## src/rtl/mastermind_board_input.sv

```systemverilog
// mastermind_board_input
//   Game-state stage feeding the VGA text renderer. Five raw push-buttons are
//   synchronized, optionally debounced, edge-detected and turned into edits of
//   a 4-row x 4-digit guess board.
//
// Optional feature macro: BOARD_DEBOUNCE_EN
//   defined   : per-button DEB_W-bit counter; the accepted level follows the
//               synchronized level only after it has differed for DEB_CYCLES
//               consecutive cycles (event latency 2 + DEB_CYCLES + 1).
//   undefined : no counters; the accepted level is the synchronized level
//               registered once (event latency 3). DEB_W/DEB_CYCLES unused.
//
// Ports
//   clk          system / pixel clock
//   rst          synchronous active-high reset
//   btn_up, btn_down, btn_left, btn_right, btn_enter
//                raw asynchronous buttons, active-high
//   nums         board; nums[r][3] is the leftmost digit of row r
//   curr_num     active row index 0..3
//   curr_col     cursor column, 0 = leftmost (nums[curr_num][3-curr_col])
//   board_full   high while the board is full
//   commit_pulse one-cycle strobe while a row is being committed
module mastermind_board_input #(
  parameter logic [3:0]       DIGIT_MAX  = 4'd9,
  parameter int               DEB_W      = 20,
  parameter logic [DEB_W-1:0] DEB_CYCLES = DEB_W'(800000)
) (
  input  logic                 clk,
  input  logic                 rst,
  input  logic                 btn_up,
  input  logic                 btn_down,
  input  logic                 btn_left,
  input  logic                 btn_right,
  input  logic                 btn_enter,
  output logic [3:0][3:0]      nums [0:3],
  output logic [1:0]           curr_num,
  output logic [1:0]           curr_col,
  output logic                 board_full,
  output logic                 commit_pulse
);

  // Button vector bit positions, also the priority order (higher wins).
  localparam int B_RIGHT = 0;
  localparam int B_LEFT  = 1;
  localparam int B_DOWN  = 2;
  localparam int B_UP    = 3;
  localparam int B_ENTER = 4;

  localparam logic [1:0] ST_EDIT   = 2'd0;
  localparam logic [1:0] ST_COMMIT = 2'd1;
  localparam logic [1:0] ST_FULL   = 2'd2;

  logic [4:0] btn_raw;
  logic [4:0] sync_p0;
  logic [4:0] sync_p1;
  logic [4:0] acc_p2;
  logic [4:0] acc_prev;
  logic [4:0] evt;
  logic [1:0] state;

  assign btn_raw = {btn_enter, btn_up, btn_down, btn_left, btn_right};

  function automatic logic [3:0] digit_inc(input logic [3:0] d);
    return (d == DIGIT_MAX) ? 4'd0 : d + 4'd1;
  endfunction

  function automatic logic [3:0] digit_dec(input logic [3:0] d);
    return (d == 4'd0) ? DIGIT_MAX : d - 4'd1;
  endfunction

  // ---- stage p0/p1: two-flop synchronizer ----
  always_ff @(posedge clk) begin
    if (rst) begin
      sync_p0 <= '0;
      sync_p1 <= '0;
    end else begin
      sync_p0 <= btn_raw;
      sync_p1 <= sync_p0;
    end
  end

  // ---- stage p2: accepted (debounced) level ----
`ifdef BOARD_DEBOUNCE_EN
  logic [DEB_W-1:0] deb_cnt [0:4];

  // The counter only runs while the synchronized level disagrees with the
  // accepted level and clears on acceptance, so it never passes DEB_CYCLES.
  always_ff @(posedge clk) begin
    if (rst) begin
      acc_p2 <= '0;
      for (int i = 0; i < 5; i++) deb_cnt[i] <= '0;
    end else begin
      for (int i = 0; i < 5; i++) begin
        if (sync_p1[i] == acc_p2[i]) begin
          deb_cnt[i] <= '0;
        end else if (deb_cnt[i] >= DEB_CYCLES) begin
          acc_p2[i]  <= sync_p1[i];
          deb_cnt[i] <= '0;
        end else begin
          deb_cnt[i] <= deb_cnt[i] + 1'b1;
        end
      end
    end
  end
`else
  logic deb_unused;
  assign deb_unused = ^DEB_CYCLES;

  always_ff @(posedge clk) begin
    if (rst) acc_p2 <= '0;
    else     acc_p2 <= sync_p1;
  end
`endif

  // ---- rising-edge detect: one-cycle events ----
  always_ff @(posedge clk) begin
    if (rst) acc_prev <= '0;
    else     acc_prev <= acc_p2;
  end

  assign evt = acc_p2 & ~acc_prev;

  // ---- board FSM ----
  // Events are only consumed in EDIT and FULL; anything arriving during the
  // single COMMIT cycle is dropped.
  always_ff @(posedge clk) begin
    if (rst) begin
      state        <= ST_EDIT;
      curr_num     <= 2'd0;
      curr_col     <= 2'd0;
      board_full   <= 1'b0;
      commit_pulse <= 1'b0;
      for (int r = 0; r < 4; r++) nums[r] <= '0;
    end else begin
      commit_pulse <= 1'b0;
      case (state)
        ST_EDIT: begin
          if (evt[B_ENTER]) begin
            state        <= ST_COMMIT;
            commit_pulse <= 1'b1;
          end else if (evt[B_UP]) begin
            nums[curr_num][2'd3 - curr_col] <= digit_inc(nums[curr_num][2'd3 - curr_col]);
          end else if (evt[B_DOWN]) begin
            nums[curr_num][2'd3 - curr_col] <= digit_dec(nums[curr_num][2'd3 - curr_col]);
          end else if (evt[B_LEFT]) begin
            curr_col <= curr_col - 2'd1;
          end else if (evt[B_RIGHT]) begin
            curr_col <= curr_col + 2'd1;
          end
        end
        ST_COMMIT: begin
          if (curr_num == 2'd3) begin
            state      <= ST_FULL;
            board_full <= 1'b1;
          end else begin
            curr_num <= curr_num + 2'd1;
            curr_col <= 2'd0;
            state    <= ST_EDIT;
          end
        end
        ST_FULL: begin
          if (evt[B_ENTER]) begin
            for (int r = 0; r < 4; r++) nums[r] <= '0;
            curr_num   <= 2'd0;
            curr_col   <= 2'd0;
            board_full <= 1'b0;
            state      <= ST_EDIT;
          end
        end
        default: state <= ST_EDIT;
      endcase
    end
  end

endmodule

```

## config.mk

```make
export PLATFORM = sky130hd
export DESIGN_NAME = mastermind_board_input
export DESIGN_NICKNAME = d
export VERILOG_FILES = /design/src/rtl/mastermind_board_input.sv
export SDC_FILE = /design/constraint.sdc
export NUM_CORES = 1
export LEC_CHECK = 0
export ABC_CLOCK_PERIOD_IN_PS = 5200
export CAP_MARGIN = 20
export CORE_MARGIN = 3
export CORE_UTILIZATION = 53
export DETAILED_ROUTE_END_ITERATION = 8
export PLACE_DENSITY = 0.8
export SKIP_LAST_GASP = 1
export SLEW_MARGIN = 20
export SYNTH_ARGS = -nofsm -noshare
export SYNTH_HDL_FRONTEND = slang
export SYNTH_SLANG_ARGS = --single-unit
```

## constraint.sdc

```tcl
create_clock -name clk -period 5.2 [get_ports clk]
set_clock_uncertainty 0.15 [all_clocks]
set_input_delay 0.78 -clock clk [delete_from_list [all_inputs] [get_ports clk]]
set_output_delay 0.78 -clock clk [all_outputs]
set_load 0.01 [all_outputs]
```

==> reports/qor.csv, run 1 <==
stage,metric,value,unit
outcome,outcome,"finished, final reports clean",
clock_network,clkLatencyLatePin,370,ps
final_layout,antenna_cells_inserted,0,
pwr,power.share.clock,36.4,%
synth,post_synth_instance_area,4610,um2
clock_network,cts-htree-levels,3,
setup_path,crit_family,compound AO/OA/AOI/OAI gates,
floorplan,design.die.area,9860,um2
detailed_routing,drcViolationCount,0,
pwr,power.net_switching,0.369,mW
timing,slew_headroom,29.3,%
pwr,vdd.ir_drop.worst,0.146,mV
final_layout,fin_nets,563,
clock_network,number_of_clock_sinks_seen_by_cts,92,
clock_network,tritoncts,yes,
global_route,antenna_violations_before_repair,0,
setup_path,worst_ep_required_time,5280,ps
timing,hold_viol_final,0,
timing,grt_setup_unrepaired,false,
timing,fin_setup_tns,0,ps
timing,timing.final.crit_period,4130,ps
floorplan,core.rowCount,33,
detailed_routing,via_per_inst,6.60,
setup_path,setup.worst_path.end_class,register,
pwr,powerDensity,244,nW/um2
floorplan,floorplan.initialDensity,55.3,%
floorplan,die_width,99.3,um
global_route,grt_max_degree,67,
final_layout,share_of_final_layout_standard_cells_stronger_than_drive_strength_1,9.82,%
synth,synth_ff_type,sky130_fd_sc_hd__dfxtp_1,
timing,fmaxAchievable,242,MHz
setup_path,critPathSlowestCell,sky130_fd_sc_hd__dfxtp_1,
detailed_routing,drt-met1-wl,5260,um
timing,slew_viol_final,0,
global_route,grt_usage,26.7,%
placement,gpl.final_weighted_congestion,0.895,
setup_path,worst-setup-path-type,reg -> reg,
floorplan,dieHeight,99.3,um
pwr,lkg_pwr,2.07,nW
clock_network,clk_pin_slew,90,ps
detailed_routing,ant_nets,0,
pwr,power.share.combinational,10.5,%
timing,slew_at_the_pin_with_the_worst_max_slew_slack,1060,ps
global_route,grt_first_pass_wirelength,21200,um
setup_path,crit_buf_inv,3,
clock_network,cts-buffers-inserted,9,
detailed_routing,dr_wl_met3,1200,um
synth,ys_types,43,
final_layout,most-common-layout-cells,"sky130_fd_sc_hd__dfxtp_1, sky130_fd_sc_hd__clkdlybuf4s50_1, sky130_fd_sc_hd__nand2_1",
detailed_routing,drt_pass1_iterations,6,
placement,placedCellCount,639,
floorplan,core,8340,um2
detailed_routing,initialDrtViolationCount,448,
synth,ys.warnings.count,0,
clock_network,clk_root_buffer_cell,sky130_fd_sc_hd__clkbuf_8,
synth,netlist_instances,497,
setup_path,critical_path.max_fanout,14,
synth,postSynth.asyncResetShare,0,%
placement,dp.final_hpwl,8750,um
final_layout,area_growth,20.6,%
flow_run,drv.max_cap_violation_count,0,
global_route,first_global_vias,3988,
placement,io_buffers,76,
setup_path,critical_path.max_stage_delay,680,ps
synth,synth-edff-count,0,
detailed_routing,totalWireLength,13100,um
synth,syn_nets,515,
detailed_routing,routed-via-count,4325,
setup_path,crit_path_dat,4220,ps
floorplan,design.portCount,77,
setup_path,startpoint_type,register,
clock_network,cts-root-to-sink-buffers,2,
timing,min_period_over_period,79.5,%
pwr,pwr-share-seq,53.1,%
pwr,sw_frac_of_total,27.2,%
detailed_routing,route.detailed.wl_per_inst,20.0,um
synth,synth-seq-area-share,39.9,%
min_path,hold_path.class,reg -> reg,
clock_network,ctsResizeCount,0,
detailed_routing,wl_met2,6220,um
setup_path,crit_chain,"buf_4, mux4_2, a22o_1, nor2_1, ha_1, inv_1, nor3_1, o211ai_1, buf_4, a32oi_1, nor2_1",
synth,postSynthRegisterBits,92,
final_layout,mostFrequentLayoutCell,sky130_fd_sc_hd__dfxtp_1,
timing,hold-worst-slack,289,ps
clock_network,cts.repair_timing.setup_buffer_count,0,
global_route,grt_overflow,0,
synth,syn_avg_cell_area,9.28,um2
timing,setup_violations,0,
pwr,design_power_total,1.36,mW
pwr,cellInternalPower,0.989,mW
final_layout,finalNonFillerCells,655,
detailed_routing,topRoutingLayerUsed,met4,
clock_network,cts.hold.buffers_added,0,
[sequential cells by signal, summed over array words and instances, names as in the netlist, 2 cells and up]
register	cells
sync_p1	5
state	2
nums	64
sync_p0	5
acc_p2	5
acc_prev	5
curr_num	2
curr_col	2
[cells in the mapped netlist (3+ instances only)]
cell,count,area (um2)
sky130_fd_sc_hd__o21ai_0,4,20.0
sky130_fd_sc_hd__a32oi_1,32,280
sky130_fd_sc_hd__o41ai_1,6,52.6
sky130_fd_sc_hd__ha_1,11,138
sky130_fd_sc_hd__nand2b_1,6,37.5
sky130_fd_sc_hd__a22oi_1,3,22.5
sky130_fd_sc_hd__nand3_1,31,155
sky130_fd_sc_hd__a22o_1,6,52.6
sky130_fd_sc_hd__dfxtp_1,92,1840
sky130_fd_sc_hd__a21oi_1,38,190
sky130_fd_sc_hd__nand2_1,41,154
sky130_fd_sc_hd__nand3b_1,16,120
sky130_fd_sc_hd__nor2b_1,25,156
sky130_fd_sc_hd__mux4_2,16,360
sky130_fd_sc_hd__and3_1,18,113
sky130_fd_sc_hd__o21ai_1,16,80.1
sky130_fd_sc_hd__and2_1,4,25.0
sky130_fd_sc_hd__o41ai_2,10,163
sky130_fd_sc_hd__clkbuf_1,38,143
sky130_fd_sc_hd__a21o_1,19,143
sky130_fd_sc_hd__inv_1,8,30.0
sky130_fd_sc_hd__buf_6,3,33.8
sky130_fd_sc_hd__buf_2,4,20.0
sky130_fd_sc_hd__a211oi_1,5,37.5
sky130_fd_sc_hd__nor3_1,3,15.0
sky130_fd_sc_hd__nor2_1,25,93.8
[worst register-to-register path, cell delays in order (launching register included)]
cell and delay [ps]:
sky130_fd_sc_hd__dfxtp_1 680, sky130_fd_sc_hd__buf_4 360, sky130_fd_sc_hd__mux4_2 540, sky130_fd_sc_hd__a22o_1 200, sky130_fd_sc_hd__nor2_1 370, sky130_fd_sc_hd__ha_1 260
sky130_fd_sc_hd__inv_1 50, sky130_fd_sc_hd__nor3_1 330, sky130_fd_sc_hd__o211ai_1 420, sky130_fd_sc_hd__buf_4 360, sky130_fd_sc_hd__a32oi_1 220, sky130_fd_sc_hd__nor2_1 60
[worst paths after layout]
kind,startpoint,end,slack (ps),cells after the start
worst min register to register,sync_p1[4],acc_p2[4],290,1
worst min-delay path,sync_p1[4],acc_p2[4],290,1
worst max-delay path,curr_num[0],nums[30],1070,11
worst max register to register,curr_num[0],nums[30],1070,11
[area by class of cell]
cell class / count / area (um2)
fillers: 685 / 2780
multi-input cells: 350 / 2550
flip-flops and latches: 92 / 1840
repair buffers: 84 / 816
well taps: 105 / 131
clock buffers: 10 / 128
clock inverters: 6 / 70.1
inverters: 8 / 30.0
[power groups by stage]
stage | Combinational (mW) | Clock, mW | Sequential (mW)
floorplan | 0.0957 | 0 | 0.737
CTS | 0.138 | 0.503 | 0.721
global placement | 0.131 | 0 | 0.737
finish | 0.143 | 0.495 | 0.721
detailed placement | 0.138 | 0 | 0.737
global route | 0.152 | 0.528 | 0.723
[per-layer routing]
metal | GRT usage [%] | up-vias
met3 | 4.77 | 53
met4 | 12.1 | 0
met5 | 0 | -
li1 | - | 1949
met2 | 41.5 | 296
met1 | 36.2 | 2027
[cells by family after synthesis]
| family | after synthesis | synth area share (%) |
|---|---|---|
| xor+xnor | 1 | 0.190 |
| mux | 17 | 8.03 |
| buf+inv | 55 | 5.15 |
| simple gates | 174 | 19.7 |
| compound gates | 147 | 24.0 |
| fa+ha+maj | 11 | 2.98 |
| flops | 92 | 39.9 |
[through the flow]
stage / utilization (%) / area [um2] / worst slack, ps
final: 66.7 / 5560 / 1070
after global routing: 66.7 / 5560 / 724
after CTS: 66.7 / 5560 / 1160
after detailed placement: 64.3 / 5360 / 1190
after global placement: 64.2 / 5360 / 1310
after floorplan: - / 4610 / 1440
No activity file was read; power rests on OpenSTA's default activity.
==> run 2: changes to the inputs <==
- ABC_CLOCK_PERIOD_IN_PS: 5200 -> 4300
- clock period: 5.2 -> 4.3 ns (I/O delays scaled with it)
==> run 2 against run 1 <==
Against the previous run:
- first-iteration DRC count increased by 30%
- register-to-register slack got worse by 640 ps
- final cell count increased by 0.46%
- largest cell class unchanged
- largest power group unchanged
- highest routed layer unchanged
==> reports/qor.csv, run 2 (synthesized netlist as in run 1, its figures left out) <==
stage,metric,value,unit
setup_path,setup.worst_path.end_class,register,
timing,fmaxAchievable,258,MHz
pwr,vdd.ir_drop.worst,0.154,mV
detailed_routing,ant_nets,0,
flow_run,drv.max_cap_violation_count,0,
final_layout,mostFrequentLayoutCell,sky130_fd_sc_hd__dfxtp_1,
timing,slew_headroom,31.2,%
timing,fin_setup_tns,0,ps
setup_path,critical_path.endpoint,nums[26],
placement,gpl.final_weighted_congestion,0.954,
floorplan,core,8340,um2
setup_path,worstSetupStartpoint,curr_num[0],
detailed_routing,initialDrtViolationCount,584,
pwr,design_power_total,1.62,mW
clock_network,cts-htree-levels,3,
setup_path,critPathSlowestCell,sky130_fd_sc_hd__dfxtp_2,
timing,setup_violations,0,
clock_network,ctsResizeCount,0,
global_route,first_global_vias,4068,
min_path,hold_path.class,reg -> reg,
setup_path,r2r-start,curr_num[0],
pwr,powerDensity,290,nW/um2
detailed_routing,drcViolationCount,0,
detailed_routing,routed-via-count,4385,
setup_path,worst-r2r-setup-slack,430,ps
setup_path,reg2regPathDepth,11,
setup_path,crit_buf_inv,3,
outcome,outcome,"finished, final reports clean",
timing,slew_at_the_pin_with_the_worst_max_slew_slack,1030,ps
setup_path,crit_chain,"buf_4, mux4_2, a22o_1, nor2_1, ha_1, inv_1, nor3_1, o211ai_1, buf_4, a32oi_1, nor2_1",
final_layout,fin_nets,566,
clock_network,clk_root_buffer_cell,sky130_fd_sc_hd__clkbuf_8,
placement,placedCellCount,642,
setup_path,critical_path.max_fanout,12,
clock_network,cts-buffers-inserted,9,
clock_network,cts.repair_timing.setup_buffer_count,0,
global_route,grt_first_pass_wirelength,21300,um
setup_path,critical_path.max_stage_delay,570,ps
detailed_routing,via_per_inst,6.66,
setup_path,startpoint_type,register,
floorplan,dieHeight,99.3,um
min_path,hold_path_startpoint,sync_p0[4],
clock_network,clk_pin_slew,90,ps
floorplan,die_width,99.3,um
floorplan,core.rowCount,33,
setup_path,crit_path_dat,3950,ps
setup_path,r2r-end,nums[26],
timing,slew_viol_final,0,
final_layout,area_growth,21.1,%
floorplan,design.portCount,77,
floorplan,floorplan.initialDensity,55.3,%
clock_network,tritoncts,yes,
final_layout,antenna_cells_inserted,0,
final_layout,finalNonFillerCells,658,
setup_path,worst-setup-path-type,reg -> reg,
timing,grt_setup_unrepaired,false,
detailed_routing,totalWireLength,13400,um
final_layout,most-common-layout-cells,"sky130_fd_sc_hd__dfxtp_1, sky130_fd_sc_hd__clkdlybuf4s50_1, sky130_fd_sc_hd__nand2_1",
placement,io_buffers,76,
min_path,hold_depth,1,
setup_path,crit_family,simple AND/OR/NAND/NOR gates,
final_layout,share_of_final_layout_standard_cells_stronger_than_drive_strength_1,10.5,%
clock_network,cts.hold.buffers_added,0,
clock_network,clkLatencyLatePin,370,ps
global_route,grt_overflow,0,
detailed_routing,drt_pass1_iterations,6,
timing,hold_viol_final,0,
timing,timing.final.crit_period,3870,ps
floorplan,design.die.area,9860,um2
detailed_routing,route.detailed.wl_per_inst,20.4,um
global_route,antenna_violations_before_repair,0,
pwr,lkg_pwr,2.08,nW
setup_path,path_depth,11,
global_route,grt_max_degree,59,
placement,dp.final_hpwl,8990,um
clock_network,cts-root-to-sink-buffers,2,
final_layout,regMostFlops,nums,
timing,min_period_over_period,90.1,%
clock_network,number_of_clock_sinks_seen_by_cts,92,
setup_path,worst_ep_required_time,4370,ps
final_layout,max_ffs_per_register,64,
global_route,grt_usage,27.1,%
run 2: cell types whose count changed in the layout (fill, tap and decap cells not counted), sizes merged:
cell,change
bufinv,-1
clkinv,-2
clkinvlp,+2
inv,+1
buf,+3
run 2: through the flow:
step	worst slack, ps	hold slack [ps]	cell area (um2)	utilization, %
after floorplan	541	264	4610	-
after global placement	351	268	5380	64.6
after detailed placement	232	273	5390	64.6
after CTS	213	298	5580	66.9
after global routing	212	316	5580	66.9
final	425	294	5580	66.9
run 2: final cells by class:
cell class                      instances  area, um2
Multi-Input combinational cell        350       2540
Sequential cell                        92       1840
Clock inverter                          6       52.6
Fill cell                             691       2760
Clock buffer                           10        138
Inverter                                8       30.0
Timing Repair Buffer                   87        851
Tap cell                              105        131
run 2: per-layer routing:
layer / global-route usage [%] / part of all wire, % / vias to the layer above
li1: - / - / 1959
met1: 37.5 / 41 / 2071
met2: 41.9 / 47 / 311
met3: 3.44 / 8.8 / 44
met4: 13.2 / 2.8 / 0
met5: 0 / 0 / -
run 2: how the worst min path moves through the flow:
stage,end,slack [ps]
final,sync_p1[4],290
after global routing,sync_p1[3],320
after CTS,sync_p1[2],300
after detailed placement,acc_p2[0],270
after global placement,sync_p1[0],270
after floorplan,acc_p2[0],260
run 2: power breakdown:
group          total (mW)  internal, mW  switching [mW]  leakage, nW
Clock               0.567         0.236           0.331       0.0918
Combinational       0.177        0.0603           0.117         1.24
Sequential          0.872         0.863         0.00904        0.745
